**src/rtl/alu.sv**
```systemverilog
// -----------------------------------------------------------------------------
// alu -- registered 32-bit arithmetic/logic unit
//
// Accepts a new operation on every rising clock edge with no handshake. The
// result, the zero flag and the signed-overflow flag for the operands and
// operation select present at an edge appear on the outputs just after that
// edge and hold until the next edge.
//
// Ports
//   clk        in   1   single clock, all state updates on the rising edge
//   reset      in   1   asynchronous, active-high; forces ALUresult=0,
//                       Zero=1, Overflow=0 and discards any in-flight result
//   ALUControl in   4   operation select (see op_e below)
//   rs         in  32   operand A; rs[4:0] is the shift amount for shifts
//   rt         in  32   operand B; the value that shift operations shift
//   ALUresult  out 32   registered operation result
//   Zero       out  1   registered; 1 when the registered ALUresult is 0
//   Overflow   out  1   registered; two's-complement overflow of ADD/SUB only
// -----------------------------------------------------------------------------
module alu (
  input  logic        clk,
  input  logic        reset,
  input  logic [3:0]  ALUControl,
  input  logic [31:0] rs,
  input  logic [31:0] rt,
  output logic [31:0] ALUresult,
  output logic        Zero,
  output logic        Overflow
);

  typedef enum logic [3:0] {
    OP_AND  = 4'b0000,
    OP_OR   = 4'b0001,
    OP_ADD  = 4'b0010,
    OP_ADDU = 4'b0011,
    OP_XOR  = 4'b0100,
    OP_SLTU = 4'b0101,
    OP_SUB  = 4'b0110,
    OP_SLT  = 4'b0111,
    OP_SLLV = 4'b1000,
    OP_SRLV = 4'b1001,
    OP_SRAV = 4'b1010,
    OP_LUI  = 4'b1011,
    OP_NOR  = 4'b1100,
    OP_SUBU = 4'b1101,
    OP_RSV0 = 4'b1110,
    OP_RSV1 = 4'b1111
  } op_e;

  op_e op;
  assign op = op_e'(ALUControl);

  // ---------------------------------------------------------------------------
  // Shared adder/subtractor
  // ---------------------------------------------------------------------------
  logic        use_sub;
  logic [31:0] b_eff;
  logic [32:0] sum_full;
  logic [31:0] sum;
  logic        carry_out;
  logic        arith_ovf;
  logic        less_signed;
  logic        less_unsigned;

  // Subtraction is rs + ~rt + 1; both set-less-than operations reuse it.
  always_comb begin
    use_sub = (op == OP_SUB) || (op == OP_SUBU) ||
              (op == OP_SLT) || (op == OP_SLTU);
  end

  assign b_eff     = use_sub ? ~rt : rt;
  assign sum_full  = {1'b0, rs} + {1'b0, b_eff} + {32'd0, use_sub};
  assign sum       = sum_full[31:0];
  assign carry_out = sum_full[32];

  // With rt inverted for subtraction, "same sign as b_eff" becomes "signs of
  // rs and rt differ", so one expression covers both ADD and SUB overflow.
  assign arith_ovf = (rs[31] == b_eff[31]) && (sum[31] != rs[31]);

  // Correcting the difference sign by the overflow bit keeps SLT right even
  // when rs - rt does not fit in 32 bits.
  assign less_signed   = sum[31] ^ arith_ovf;

  // A subtraction that produces no carry out has borrowed: rs < rt unsigned.
  assign less_unsigned = ~carry_out;

  // ---------------------------------------------------------------------------
  // Barrel shifter
  // ---------------------------------------------------------------------------
  logic [4:0]  shamt;
  logic        shift_left;
  logic        shift_fill;
  logic [31:0] shift_in;
  logic [31:0] stage1;
  logic [31:0] stage2;
  logic [31:0] stage4;
  logic [31:0] stage8;
  logic [31:0] stage16;
  logic [31:0] shift_out;

  function automatic logic [31:0] bit_reverse(input logic [31:0] value);
    logic [31:0] reversed;
    reversed = '0;
    for (int i = 0; i < 32; i++) begin
      reversed[i] = value[31 - i];
    end
    return reversed;
  endfunction

  assign shamt      = rs[4:0];
  assign shift_left = (op == OP_SLLV);
  assign shift_fill = (op == OP_SRAV) && rt[31];

  // Left shifts are done as a right shift of the bit-reversed operand so a
  // single right-shifting network serves all three shift operations.
  assign shift_in = shift_left ? bit_reverse(rt) : rt;
  assign stage1   = shamt[0] ? {{1{shift_fill}},  shift_in[31:1]} : shift_in;
  assign stage2   = shamt[1] ? {{2{shift_fill}},  stage1[31:2]}   : stage1;
  assign stage4   = shamt[2] ? {{4{shift_fill}},  stage2[31:4]}   : stage2;
  assign stage8   = shamt[3] ? {{8{shift_fill}},  stage4[31:8]}   : stage4;
  assign stage16  = shamt[4] ? {{16{shift_fill}}, stage8[31:16]}  : stage8;
  assign shift_out = shift_left ? bit_reverse(stage16) : stage16;

  // ---------------------------------------------------------------------------
  // Result selection
  // ---------------------------------------------------------------------------
  logic [31:0] next_result;
  logic        next_zero;
  logic        next_overflow;

  always_comb begin
    next_result = '0;
    unique case (op)
      OP_AND:  next_result = rs & rt;
      OP_OR:   next_result = rs | rt;
      OP_ADD:  next_result = sum;
      OP_ADDU: next_result = sum;
      OP_XOR:  next_result = rs ^ rt;
      OP_SLTU: next_result = {31'd0, less_unsigned};
      OP_SUB:  next_result = sum;
      OP_SLT:  next_result = {31'd0, less_signed};
      OP_SLLV: next_result = shift_out;
      OP_SRLV: next_result = shift_out;
      OP_SRAV: next_result = shift_out;
      OP_LUI:  next_result = {rt[15:0], 16'h0000};
      OP_NOR:  next_result = ~(rs | rt);
      OP_SUBU: next_result = sum;
      OP_RSV0: next_result = '0;
      OP_RSV1: next_result = '0;
      default: next_result = '0;
    endcase
  end

  // Zero comes from the value about to be registered, not the current output.
  always_comb begin
    next_zero     = (next_result == 32'd0);
    next_overflow = ((op == OP_ADD) || (op == OP_SUB)) && arith_ovf;
  end

  // ---------------------------------------------------------------------------
  // Output registers
  // ---------------------------------------------------------------------------
  always_ff @(posedge clk or posedge reset) begin
    if (reset) begin
      ALUresult <= '0;
      Zero      <= 1'b1;
      Overflow  <= 1'b0;
    end else begin
      ALUresult <= next_result;
      Zero      <= next_zero;
      Overflow  <= next_overflow;
    end
  end

endmodule

```
**config.mk**
```make
export PLATFORM = sky130hd
export DESIGN_NAME = alu
export DESIGN_NICKNAME = d
export VERILOG_FILES = /design/src/rtl/alu.sv
export SDC_FILE = /design/constraint.sdc
export NUM_CORES = 1
export LEC_CHECK = 0
export CAP_MARGIN = 20
export CORE_ASPECT_RATIO = 2
export CORE_UTILIZATION = 50
export CTS_CLUSTER_SIZE = 8
export DETAILED_ROUTE_END_ITERATION = 6
export GPL_TIMING_DRIVEN = 0
export PLACE_DENSITY = 0.76
export SYNTH_ARGS = -nofsm -noshare
export SYNTH_HDL_FRONTEND = slang
export SYNTH_SLANG_ARGS = --single-unit
```
**constraint.sdc**
```tcl
create_clock -name clk -period 0.9 [get_ports clk]
set_input_delay 0.09 -clock clk [delete_from_list [all_inputs] [get_ports clk]]
set_output_delay 0.09 -clock clk [all_outputs]
set_load 0.02 [all_outputs]
```
==> impl_metrics.yaml, run 1 <==
clock_tree:
  cts_root_buf: "clkbuf_16"
  cts.path.max_buffers: 2
  cts.sinks: 34
  cts_buffers: 5
  cts_htree_levels: 2
  ctsHoldBuffers: 0
logic_synthesis:
  synthArstFlopShare_pct: 100
  syn_inst: 1138
  synth_area_mm2: 0.00870
  ys_warn_count: 0
  synth_top_area_share_pct: 13.7
  synth_cell_types: 84
  ys_seq_area_share_pct: 9.80
  synth_ff_type: "dfrtp_1"
  synth_seq_cells: 34
  synth.top_cells.by_count: "a21oi_1 (128), nor2_1 (97), ha_1 (95)"
  synth_top_cell_by_area: "ha_1"
  synth_edf_count: 0
  avgSynthCellArea_um2: 7.64
  synth_area_leaders: "ha_1 (14%), mux4_2 (11%), dfrtp_1 (9.5%), a21oi_1 (7.4%), mux2i_1 (4.8%)"
  synth_most_common_cell: "a21oi_1"
  syn-num-nets: 1304
die:
  die_x_um: 95.3
  std_cell_rows: 67
  initial_core_util_pct: 51.6
  io_pins: 104
  die_h_um: 189
global_route:
  grt_pass1_vias: 13300
  grt_max_degree: 19
  grtUsageTotal_pct: 69.8
  grt_first_pass_wirelength_um: 91800
  grt-ovfl-total: 159
run_status:
  stop_stage: "global routing"
  tool.error: "[ERROR GRT-0116] Global routing finished with congestion. Check the congestion regions in the DRC Viewer."
  status: "stopped before the end"
placement:
  io_buffers: 102
  dp_cells: 1448
  routabilityCongestion: 1.15
  dp_hpwl_um: 38600
-- through the flow --
| stage | instance area (µm²) | setup slack (ns) | setup TNS, ns |
|---|---|---|---|
| 2_1_floorplan | 8990 | -2.74 | -59.43 |
| 3_3_place_gp | 10300 | -4.20 | -126.88 |
| 3_5_place_dp | 10300 | -4.13 | -114.56 |
| 4_1_cts | 12200 | -2.84 | -63.97 |
-- routing by layer --
layer,global-route usage [%],overflow
met1,69.6,0
met4,76.9,54
met5,4.76,0
met3,42.7,0
met2,91.3,105
-- what timing repair did --
item                                    4_1_cts
gates resized for setup                     515
pin swaps                                    83
gates cloned                                  1
buffers inserted                             62
endpoints found under the setup margin       68
-- kinds of logic after synthesis --
family          synth area share (%)
fa+ha+maj                       13.9
xor+xnor                        5.04
simple gates                    16.0
mux                             17.3
flops                           9.80
compound gates                  30.4
buf+inv                         7.61
==> run 2: changes to the inputs <==
==> config.mk (replaced) <==
export PLATFORM = sky130hd
export DESIGN_NAME = alu
export DESIGN_NICKNAME = d
export VERILOG_FILES = /design/src/rtl/alu.sv
export SDC_FILE = /design/constraint.sdc
export NUM_CORES = 1
export LEC_CHECK = 0
export CAP_MARGIN = 20
export CORE_UTILIZATION = 35
export DETAILED_ROUTE_END_ITERATION = 6
export GPL_TIMING_DRIVEN = 0
export PLACE_DENSITY_LB_ADDON = 0.15
export SYNTH_ARGS = -nofsm -noshare
export SYNTH_HDL_FRONTEND = slang
export SYNTH_SLANG_ARGS = --single-unit
==> constraint.sdc (replaced) <==
create_clock -name clk -period 1.2 [get_ports clk]
set_input_delay 0.12 -clock clk [delete_from_list [all_inputs] [get_ports clk]]
set_output_delay 0.12 -clock clk [all_outputs]
set_load 0.02 [all_outputs]
==> run 2 against run 1 <==
The flow now finishes, with violations (setup timing). Synthesized area unchanged. Synthesized cell count unchanged.
==> impl_metrics.yaml, run 2 <==
clock_tree:
  cts_root_buf: "clkbuf_16"
  cts_htree_levels: 2
  cts.sinks: 34
  cts.path.max_buffers: 2
  ctsHoldBuffers: 0
  cts_buffers: 5
  clkSlewWorstSetupHoldPaths_ns: 0.06
  cts_tree: "yes"
worst_setup_path:
  cp.required_ns: 1.41
  crit_path_start_kind: "input pin"
  crit_chain: "buf_12, or4b_4, buf_12, mux4_2, mux4_2, o2bb2ai_4, a2bb2oi_4, a211o_4, o211ai_4, or4b_4, nor4_4, nand4b_1, nor4_2"
  worst-setup-path-type: "input pin to flop"
  max_stage_delay_ns: 0.66
  cpLargestDelayFamily: "simple AND/OR/NAND/NOR gates"
  critPathSlowestCell: "or4b_4"
  path_buf_inv: 2
  cp_max_fo: 5
  critPathArrivalTime_ns: 4.02
  endpoint_kind: "flop"
global_route:
  grt_max_degree: 35
  grtUsageTotal_pct: 40.1
  grt_first_pass_wirelength_um: 74000
  antenna_found_initial: 2
  grt_pass1_vias: 10500
  grt-ovfl-total: 0
die:
  die_x_um: 160
  initial_core_util_pct: 35.8
  std_cell_rows: 57
  die_h_um: 160
  dieArea_mm2: 0.0255
  core_area_mm2: 0.0243
  io_pins: 104
sta:
  rsz0062_at_grt: "true"
  maxSlewViolCount: 0
  finalWorstSetupSlack_ns: -2.61
  period_minus_slack_ns: 3.81
  whs_ns: 0.312
  hold_violations: 0
  setup_viol: 34
  tightest_slew_ns: 0.931
  max_freq_mhz: 262
  fin_setup_tns_ns: -56.98
  max-slew-margin-rel_pct: 37.9
  finalCritPeriodShare_pct: 318
min_path:
  hp-class: "input pin to async pin"
placement:
  dp_hpwl_um: 39300
  preCtsSetupSlack_ns: -4.54
  routabilityCongestion: 1.03
  io_buffers: 102
  dp_cells: 1564
logic_synthesis:
  synth_area_leaders: "ha_1 (14%), mux4_2 (11%), dfrtp_1 (9.5%), a21oi_1 (7.4%), mux2i_1 (4.8%)"
  synth_area_mm2: 0.00870
  ys_seq_area_share_pct: 9.80
  synth_cell_types: 84
  avgSynthCellArea_um2: 7.64
  synth.top_cells.by_count: "a21oi_1 (128), nor2_1 (97), ha_1 (95)"
  syn-num-nets: 1304
  synth_seq_cells: 34
  synth_edf_count: 0
  synth_most_common_cell: "a21oi_1"
  synth_ff_type: "dfrtp_1"
  synth_top_cell_by_area: "ha_1"
  synthArstFlopShare_pct: 100
  synth_top_area_share_pct: 13.7
  syn_inst: 1138
  ys_warn_count: 0
detailed_routing:
  drt-vias-per-instance: 6.61
  postRouteAntennaNets: 0
  wl_um: 52100
  via_count: 11100
  drt_first_pass_iters: 6
  wl_per_cell_um: 31.1
  drcViolationCount: 0
  drt_iter0_drc: 1566
job:
  maxCapViolCount: 0
finish:
  multiInputGateArea_mm2: 0.00896
  final_cells: 1676
  nets: 1517
  diodes: 0
  ff_latch_area_um2: 852
  top_register: "ALUresult"
  top_regs: "ALUresult: 32 flops, Overflow: 1 flops, Zero: 1 flops"
  layout_commonest_cell: "a21oi_1"
  drive_gt1_share_pct: 35.0
  largest_reg_flops: 32
  final.fill_count: 2282
  most-common-layout-cells: "a21oi_1 (98), nor2_1 (87), buf_4 (85)"
  layout-area-overhead-vs-synth_pct: 53.3
power:
  power_density_mw_per_mm2: 813
  p_leak_nw: 5.62
  peakVddDrop_mv: 0.557
run_status:
  violations: "setup timing"
  status: "complete, but fails checks"
run 2: logic make-up after synthesis:
logic type / Yosys count / synth area share [%]
adder cells (fa/ha/maj): 96 / 13.9
flip-flops: 34 / 9.80
AO/OA/AOI/OAI: 407 / 30.4
AND/OR/NAND/NOR: 292 / 16.0
multiplexers: 91 / 17.3
buffers and inverters: 168 / 7.61
XOR/XNOR: 50 / 5.04
run 2: per-stage QoR:
stage / util [%] / power [mW] / cell area [µm²]
after global placement: 42.8 / 7.36 / 10400
after global routing: 54.8 / 11.3 / 13300
after floorplan: - / 5.03 / 8990
after detailed placement: 42.8 / 7.31 / 10400
after CTS: 52.3 / 10.1 / 12700
final: 54.8 / 10.8 / 13300
run 2: routing by layer:
layer	share of wire [%]	up-vias	track usage, %
met5	0.027	-	0
met4	4.6	2	15.8
met3	12	145	11.4
met2	42	754	58.1
met1	42	5445	55.7
li1	-	4726	-
run 2: timing repair:
action | 4_1_cts | 5_1_grt
endpoints found under the setup margin | 68 | 35
buffers inserted | 82 | 24
hold endpoints to repair | 0 | 0
pin swaps | 69 | 62
gates cloned | 0 | 1
gates resized for setup | 437 | 97
run 2: worst max-delay path by stage:
stage                       start  endpoint  slack (ns)  cells after the start
finish              ALUControl[1]      Zero       -2.61                     13
CTS                 ALUControl[0]      Zero       -2.55                     13
detailed placement  ALUControl[2]      Zero       -4.54                     14
global placement    ALUControl[2]      Zero       -4.63                     14
global route        ALUControl[1]      Zero       -2.72                     18
floorplan           ALUControl[0]      Zero       -2.47                     17
run 2: area by class of cell:
class	instances	area share, %
clock buffers	7	1.07
plain buffers	87	5.72
inverters	79	2.28
well taps	324	3.04
flip-flops and latches	34	6.39
multi-input cells	936	67.2
repair buffers	208	14.3
clock inverters	1	0.0375
run 2: power by group:
group	internal (mW)	leakage (nW)	switching (mW)
Clock	0.825	0.0739	0.543
Sequential	1.34	0.426	0.0513
Combinational	3.42	5.12	4.66
(Power assumes the default switching activity.)
